$ cat config.mk
export PLATFORM = sky130hd
export DESIGN_NAME = controle_contador
export DESIGN_NICKNAME = d
export VERILOG_FILES = /design/src/rtl/controle_pkg.sv /design/src/rtl/controle_contador_debouncer.sv /design/src/rtl/controle_contador.sv
export SDC_FILE = /design/constraint.sdc
export NUM_CORES = 1
export LEC_CHECK = 0
export CAP_MARGIN = 5
export CORE_AREA = 2 2 76 78
export DETAILED_ROUTE_END_ITERATION = 16
export DIE_AREA = 0 0 78 80
export DONT_BUFFER_PORTS = 1
export MAX_ROUTING_LAYER = met4
export PLACE_DENSITY = 0.55
export SETUP_SLACK_MARGIN = 0.02
export SLEW_MARGIN = 10
export SYNTH_ARGS = -nofsm -noshare
export SYNTH_HDL_FRONTEND = slang
export SYNTH_SLANG_ARGS = --single-unit
$ cat constraint.sdc
create_clock -name clock -period 2.2 [get_ports clock]
set_input_delay 0.22 -clock clock [delete_from_list [all_inputs] [get_ports clock]]
set_output_delay 0.22 -clock clock [all_outputs]
set_load 0.01 [all_outputs]
$ cat src/rtl/controle_pkg.sv
// ---------------------------------------------------------------------------
// controle_pkg
// Shared definitions for the push-button conditioning stage that feeds the
// 0-7 up/down counter: debouncer state encoding, direction constants and
// default timing parameters.
// Configuration macro used by the block: CONTROLE_AUTO_EN (auto-step feature).
// ---------------------------------------------------------------------------
package controle_pkg;

    // Debouncer FSM states
    typedef enum logic [1:0] {
        IDLE         = 2'd0,  // released, waiting for a press
        CONF_PRESS   = 2'd1,  // press seen, confirming it stays stable
        PRESSED      = 2'd2,  // press accepted, button held
        CONF_RELEASE = 2'd3   // release seen, confirming it stays stable
    } deb_state_e;

    // Direction level handed to the counter
    localparam logic MODO_ASC  = 1'b1;
    localparam logic MODO_DESC = 1'b0;

    // Defaults sized for a 50 MHz board clock (1 ms debounce, 0.5 s auto step)
    localparam int DEBOUNCE_CYCLES_DEF = 50000;
    localparam int AUTO_PERIOD_DEF     = 25000000;

endpackage

$ cat src/rtl/controle_contador_debouncer.sv
// ---------------------------------------------------------------------------
// debouncer
// Synchronizes one active-low push button and debounces it with a
// four-state FSM. A press is accepted after DEBOUNCE_CYCLES+1 consecutive
// pressed samples; a release likewise needs a stable run of released samples.
//
// Parameters:
//   DEBOUNCE_CYCLES  stable cycles required to accept a press/release (>= 2)
// Ports:
//   clock   in   system clock, posedge
//   reset   in   asynchronous active-low reset
//   btn_n   in   raw button, active-low, asynchronous to clock
//   press   out  one-cycle strobe on the CONF_PRESS -> PRESSED transition
//   nivel   out  debounced level, 1 = pressed
// ---------------------------------------------------------------------------
module debouncer
    import controle_pkg::*;
#(
    parameter int DEBOUNCE_CYCLES = DEBOUNCE_CYCLES_DEF
) (
    input  logic clock,
    input  logic reset,
    input  logic btn_n,
    output logic press,
    output logic nivel
);

    localparam int CW = (DEBOUNCE_CYCLES > 1) ? $clog2(DEBOUNCE_CYCLES) : 1;
    localparam logic [CW-1:0] CNT_LAST = CW'(DEBOUNCE_CYCLES - 1);

    logic [1:0]    sync_q;
    logic          pressed;
    deb_state_e    state_q;
    logic [CW-1:0] cnt_q;
    logic [CW-1:0] cnt_sat;

    // Two-flop synchronizer; resets to the released level so a button held
    // through reset is seen as a fresh press afterwards.
    always_ff @(posedge clock or negedge reset) begin
        if (!reset) begin
            sync_q <= 2'b11;
        end else begin
            sync_q <= {sync_q[0], btn_n};
        end
    end

    assign pressed = ~sync_q[1];

    // Counter never wraps, even if it were left counting
    assign cnt_sat = (&cnt_q) ? cnt_q : cnt_q + CW'(1);

    always_ff @(posedge clock or negedge reset) begin
        if (!reset) begin
            state_q <= IDLE;
            cnt_q   <= '0;
        end else begin
            case (state_q)
                IDLE: begin
                    if (pressed) begin
                        state_q <= CONF_PRESS;
                        cnt_q   <= '0;
                    end
                end
                CONF_PRESS: begin
                    if (!pressed) begin
                        state_q <= IDLE;
                        cnt_q   <= '0;
                    end else if (cnt_q == CNT_LAST) begin
                        state_q <= PRESSED;
                    end else begin
                        cnt_q <= cnt_sat;
                    end
                end
                PRESSED: begin
                    if (!pressed) begin
                        state_q <= CONF_RELEASE;
                        cnt_q   <= '0;
                    end
                end
                CONF_RELEASE: begin
                    if (pressed) begin
                        state_q <= PRESSED;
                    end else if (cnt_q == CNT_LAST) begin
                        state_q <= IDLE;
                    end else begin
                        cnt_q <= cnt_sat;
                    end
                end
                default: begin
                    state_q <= IDLE;
                    cnt_q   <= '0;
                end
            endcase
        end
    end

    // Strobe is decoded from the transition condition so the single output
    // register in the top is the only stage between acceptance and passo.
    assign press = (state_q == CONF_PRESS) && pressed && (cnt_q == CNT_LAST);
    assign nivel = (state_q == PRESSED) || (state_q == CONF_RELEASE);

endmodule

$ cat src/rtl/controle_contador.sv
// ---------------------------------------------------------------------------
// controle_contador
// Input conditioning for the 0-7 up/down counter. Debounces the step and mode
// push buttons, generates a one-cycle step pulse and a direction level that
// toggles on each mode press.
//
// Configuration macro: CONTROLE_AUTO_EN
//   defined   -> adds auto_sw and a prescaler that also pulses passo every
//                AUTO_PERIOD cycles while auto_sw = 1
//   undefined -> passo comes from the step button only
//
// Parameters:
//   DEBOUNCE_CYCLES  debounce length in cycles (>= 2)
//   AUTO_PERIOD      auto-step period in cycles (CONTROLE_AUTO_EN only)
// Ports:
//   clock      in   system clock, posedge
//   reset      in   asynchronous active-low reset
//   btn_passo  in   step button, active-low, asynchronous
//   btn_modo   in   mode button, active-low, asynchronous
//   auto_sw    in   auto-step enable, active-high (CONTROLE_AUTO_EN only)
//   passo      out  one-cycle step pulse, registered
//   modo       out  direction, 1 = ascending, 0 = descending, registered
// ---------------------------------------------------------------------------
module controle_contador
    import controle_pkg::*;
#(
    parameter int DEBOUNCE_CYCLES = DEBOUNCE_CYCLES_DEF
`ifdef CONTROLE_AUTO_EN
    ,
    parameter int AUTO_PERIOD     = AUTO_PERIOD_DEF
`endif
) (
    input  logic clock,
    input  logic reset,
    input  logic btn_passo,
    input  logic btn_modo,
`ifdef CONTROLE_AUTO_EN
    input  logic auto_sw,
`endif
    output logic passo,
    output logic modo
);

    logic press_passo;
    logic press_modo;
    logic nivel_passo;
    logic nivel_modo;
    logic auto_tick;
    logic passo_q;
    logic modo_q;
    logic unused_nivel;

    debouncer #(
        .DEBOUNCE_CYCLES(DEBOUNCE_CYCLES)
    ) u_deb_passo (
        .clock (clock),
        .reset (reset),
        .btn_n (btn_passo),
        .press (press_passo),
        .nivel (nivel_passo)
    );

    debouncer #(
        .DEBOUNCE_CYCLES(DEBOUNCE_CYCLES)
    ) u_deb_modo (
        .clock (clock),
        .reset (reset),
        .btn_n (btn_modo),
        .press (press_modo),
        .nivel (nivel_modo)
    );

    // Debounced levels are not needed by the counter path
    assign unused_nivel = &{1'b0, nivel_passo, nivel_modo};

`ifdef CONTROLE_AUTO_EN
    localparam int AW = (AUTO_PERIOD > 1) ? $clog2(AUTO_PERIOD) : 1;
    localparam logic [AW-1:0] PRESC_LAST = AW'(AUTO_PERIOD - 1);

    logic [AW-1:0] presc_q;

    assign auto_tick = auto_sw && (presc_q == PRESC_LAST);

    // Held at zero while disabled so the first tick lands a full period
    // after auto_sw rises.
    always_ff @(posedge clock or negedge reset) begin
        if (!reset) begin
            presc_q <= '0;
        end else if (!auto_sw || auto_tick) begin
            presc_q <= '0;
        end else begin
            presc_q <= presc_q + AW'(1);
        end
    end
`else
    assign auto_tick = 1'b0;
`endif

    // Both registers update on the same edge, so a simultaneous mode press
    // reaches the counter together with the step pulse.
    always_ff @(posedge clock or negedge reset) begin
        if (!reset) begin
            passo_q <= 1'b0;
            modo_q  <= MODO_ASC;
        end else begin
            passo_q <= press_passo | auto_tick;
            if (press_modo) begin
                modo_q <= (modo_q == MODO_ASC) ? MODO_DESC : MODO_ASC;
            end
        end
    end

    assign passo = passo_q;
    assign modo  = modo_q;

endmodule

==> flow_metrics.py <==
metrics = {
    "power": {
        "swShare_pct": 24.32,
        "irDropWorstVdd_v": 0.0002818,
        "p_leak_nw": 1.013,
        "p_per_area_nw_per_um2": 553.7,
        "p_int_mw": 1.087,
        "power_frac_clock_pct": 36.0,
        "seqPwrFrac_pct": 56.6,
        "power.net_switching_mw": 0.3492,
        "power_frac_comb_pct": 7.5,
    },
    "placed_design": {
        "dp_hpwl_um": 3448,
        "dpl_cell_area_um2": 2439,
        "portBuffers": 0,
        "gp_congestion": 0.9077,
    },
    "routing": {
        "drt-pass1-iter-count": 4,
        "drt_iter0_markers": 120,
        "wirelength_um": 4976,
        "ant_nets": 0,
        "via_per_inst": 5.884,
        "wire_per_inst_um": 15.17,
        "drc_errors": 0,
        "vias": 1930,
    },
    "critical_path": {
        "cp-end-kind": "flip-flop",
        "start_kind": "flip-flop",
        "cp.arrival_ps": 2190,
        "crit_chain": "ha_1 > and3_1 > nand3_1 > a21oi_2 > buf_4 > or4_1 > a21oi_1",
        "cpMaxStageDelayCell": "or4_1",
        "critPathMaxStageDelay_ps": 460,
        "worstSetupPathType": "reg2reg",
        "crit_required_ps": 2420,
        "crit_fanout": 15,
    },
    "synthesis": {
        "yosysTopAreaCell": "dfrtp_1",
        "synth.area.top_cells": "dfrtp_1 (39%), dfstp_2 (5.6%), xor2_1 (3.7%)",
        "syn_inst": 248,
        "ys.flop_type": "dfrtp_1",
        "synth_cell_types": 46,
        "synth.most_common_cell": "dfrtp_1",
        "synth_edf_count": 0,
        "async_flop_share_pct": 100.0,
        "syn_area_per_cell_um2": 9.515,
        "ys_ff_latch": 42,
        "synth_top_cell_area_share_pct": 39.24,
        "synthTopCellsByCount": "dfrtp_1 (37), nand2_1 (18), nor2_1 (18)",
        "syn_nets": 254,
        "netlist_area_um2": 2360,
        "yosysWarnings": 0,
        "synth-seq-area-share_pct": 44.80,
    },
    "floorplan": {
        "die_area_um2": 6240,
        "top_level_ports": 6,
        "die_w_um": 78,
        "chipHeight_um": 80,
        "core.rowCount": 27,
        "start_util_pct": 43.66,
        "core_area_um2": 5405,
    },
    "clocking": {
        "ctsHtreeMaxLevel": 2,
        "clk-insertion-delay-late_ps": 290,
        "clk_pin_slew_ps": 80,
        "cts_tree": "done",
        "post-cts-setup-buffer-count": 0,
        "clkSinkCount": 42,
        "root_buffer": "clkbuf_8",
        "cts_buffers": 5,
        "clock_path_buffers": 2,
    },
    "sta": {
        "drv_slew": 0,
        "fin_skew_ps": 6.564,
        "worst_slew_pin_slew_ps": 730.6,
        "setup_violations": 0,
        "clock.fmax_mhz": 508.5,
        "maxSlewHeadroom_pct": 51.11,
        "fin_crit_sh_pct": 89.38,
        "hold_viol": 0,
        "tns_ps": 0,
        "period_minus_slack_ps": 1966,
        "rsz0062_at_grt": "no",
    },
    "finish": {
        "stdcell_area_um2": 2594,
        "final_nets": 261,
        "drive_above_1_share_pct": 10.16,
        "diodes": 0,
        "fin_util_pct": 47.99,
        "area_delta_synth_final_pct": 9.915,
        "fillers": 535,
    },
    "grt": {
        "grt-ovfl-total": 0,
        "antenna_found_initial": 0,
        "grt_pass1_wl_um": 8756,
        "grt_use_total_pct": 18.08,
        "grt_start_max_net_pins": 43,
        "grt_pass1_vias": 1743,
    },
    "run": {
        "drv_cap": 0,
    },
    "min_path": {
        "hp-class": "reg2reg",
    },
    "run_status": {
        "status": "completed",
    },
}
-- worst paths after layout --
path,start,end,slack (ps),depth (start not counted)
max in group asynchronous,reset,u_deb_modo.sync_q[1]$_DFF_PN1_,1500,2
worst min register to register,u_deb_modo.sync_q[0]$_DFF_PN1_,u_deb_modo.sync_q[1]$_DFF_PN1_,360,0
worst max register to register,u_deb_modo.cnt_q[0]$_DFFE_PN0P_,u_deb_modo.cnt_q[3]$_DFFE_PN0P_,230,7
min in group asynchronous,reset,u_deb_passo.cnt_q[5]$_DFFE_PN0P_,430,2
worst min-delay path,u_deb_modo.sync_q[0]$_DFF_PN1_,u_deb_modo.sync_q[1]$_DFF_PN1_,360,0
worst max-delay path,u_deb_modo.cnt_q[0]$_DFFE_PN0P_,u_deb_modo.cnt_q[3]$_DFFE_PN0P_,230,7
-- per-layer routing --
layer	wire length [µm]	vias to the layer above	share of wire [%]	global-route usage (%)
met5	0	-	0	-
met4	42	0	0.84	5.263
met3	123	4	2.5	3.733
met2	2091	25	42	24.66
met1	2718	935	55	26.95
li1	-	966	-	-
-- cells by family (layout without fill, tap and decap cells) --
group,count (synthesis),in the layout,share of synthesized area [%]
multiplexers,7,7,3.181
AO/OA/AOI/OAI,51,51,14.37
XOR/XNOR,12,12,4.454
flip-flops,42,42,44.80
adder cells (fa/ha/maj),2,2,1.060
buffers and inverters,15,23,3.022
AND/OR/NAND/NOR,119,119,29.11
-- metrics by stage --
step                      setup slack (ps)  power, mW  instances  hold slack [ps]
after floorplan                      444.1     0.8860        248           -75.59
after global placement               265.2     0.9087        316           -74.61
after detailed placement             243.8     0.9104        316           -74.44
after CTS                            224.1      1.461        328            359.0
after global routing                 108.7      1.506        328            364.4
final                                233.6      1.436        328            359.3
-- placed cells by master (no fill, tap or decap), types with 4 or more instances in the layout --
cell type  count
buf_4          5
or3_1          8
nor2_1        18
dfstp_2        5
or4_1          6
inv_1          6
o211ai_1       5
dfrtp_1       37
o21ai_0       11
clkbuf_8       6
nor3_1         5
nand2_1       18
nand3_1       16
and2_1         4
mux2i_1        6
and4_1         8
xor2_1        10
nand4_1       13
a31oi_1        4
and3_1         4
o31ai_1        5
a21oi_1       13
-- critical path, delay by kind of cell, from the launching register on --
family,cells,cell delay [ps]
and+or+nand+nor,3,850
AOI/OAI and AO/OA,2,200
buffers and inverters,1,180
adders and majority gates,1,240
DFF,1,420
-- final cells by class --
type / instances / area, µm² / share of cell area, %
tap: 72 / 90.09 / 3.473
inverter: 6 / 22.52 / 0.8683
clock buffer: 7 / 86.33 / 3.329
sequential: 42 / 1057 / 40.76
multi-input combinational: 191 / 1237 / 47.71
clock inverter: 1 / 5.005 / 0.1930
timing repair buffer: 9 / 95.09 / 3.666
-- flip-flops by register name, indices dropped and copies added, names as in the netlist, named ones only --
signal,flops
u_deb_modo.cnt_q,16
u_deb_passo.cnt_q,16
u_deb_modo.sync_q,2
u_deb_passo.sync_q,2
modo,1
passo,1
u_deb_modo.state_q,1
u_deb_passo.state_q,1
-- what timing repair did --
action | 4_1_cts | 5_1_grt
endpoints found under the hold margin | 44 | 0
resized for setup | 0 | 1
hold buffers | 4 | 0
setup endpoints to repair | 0 | 1
-- power groups by stage --
stage                     sequential [mW]  combinational (mW)  clock (mW)
final                               0.812               0.107       0.516
after global routing                0.816               0.121       0.569
after CTS                           0.813               0.110       0.539
after detailed placement            0.828              0.0825           0
after global placement              0.827              0.0819           0
after floorplan                     0.821              0.0647           0
Note: power is estimated with default switching activity, not from simulation.
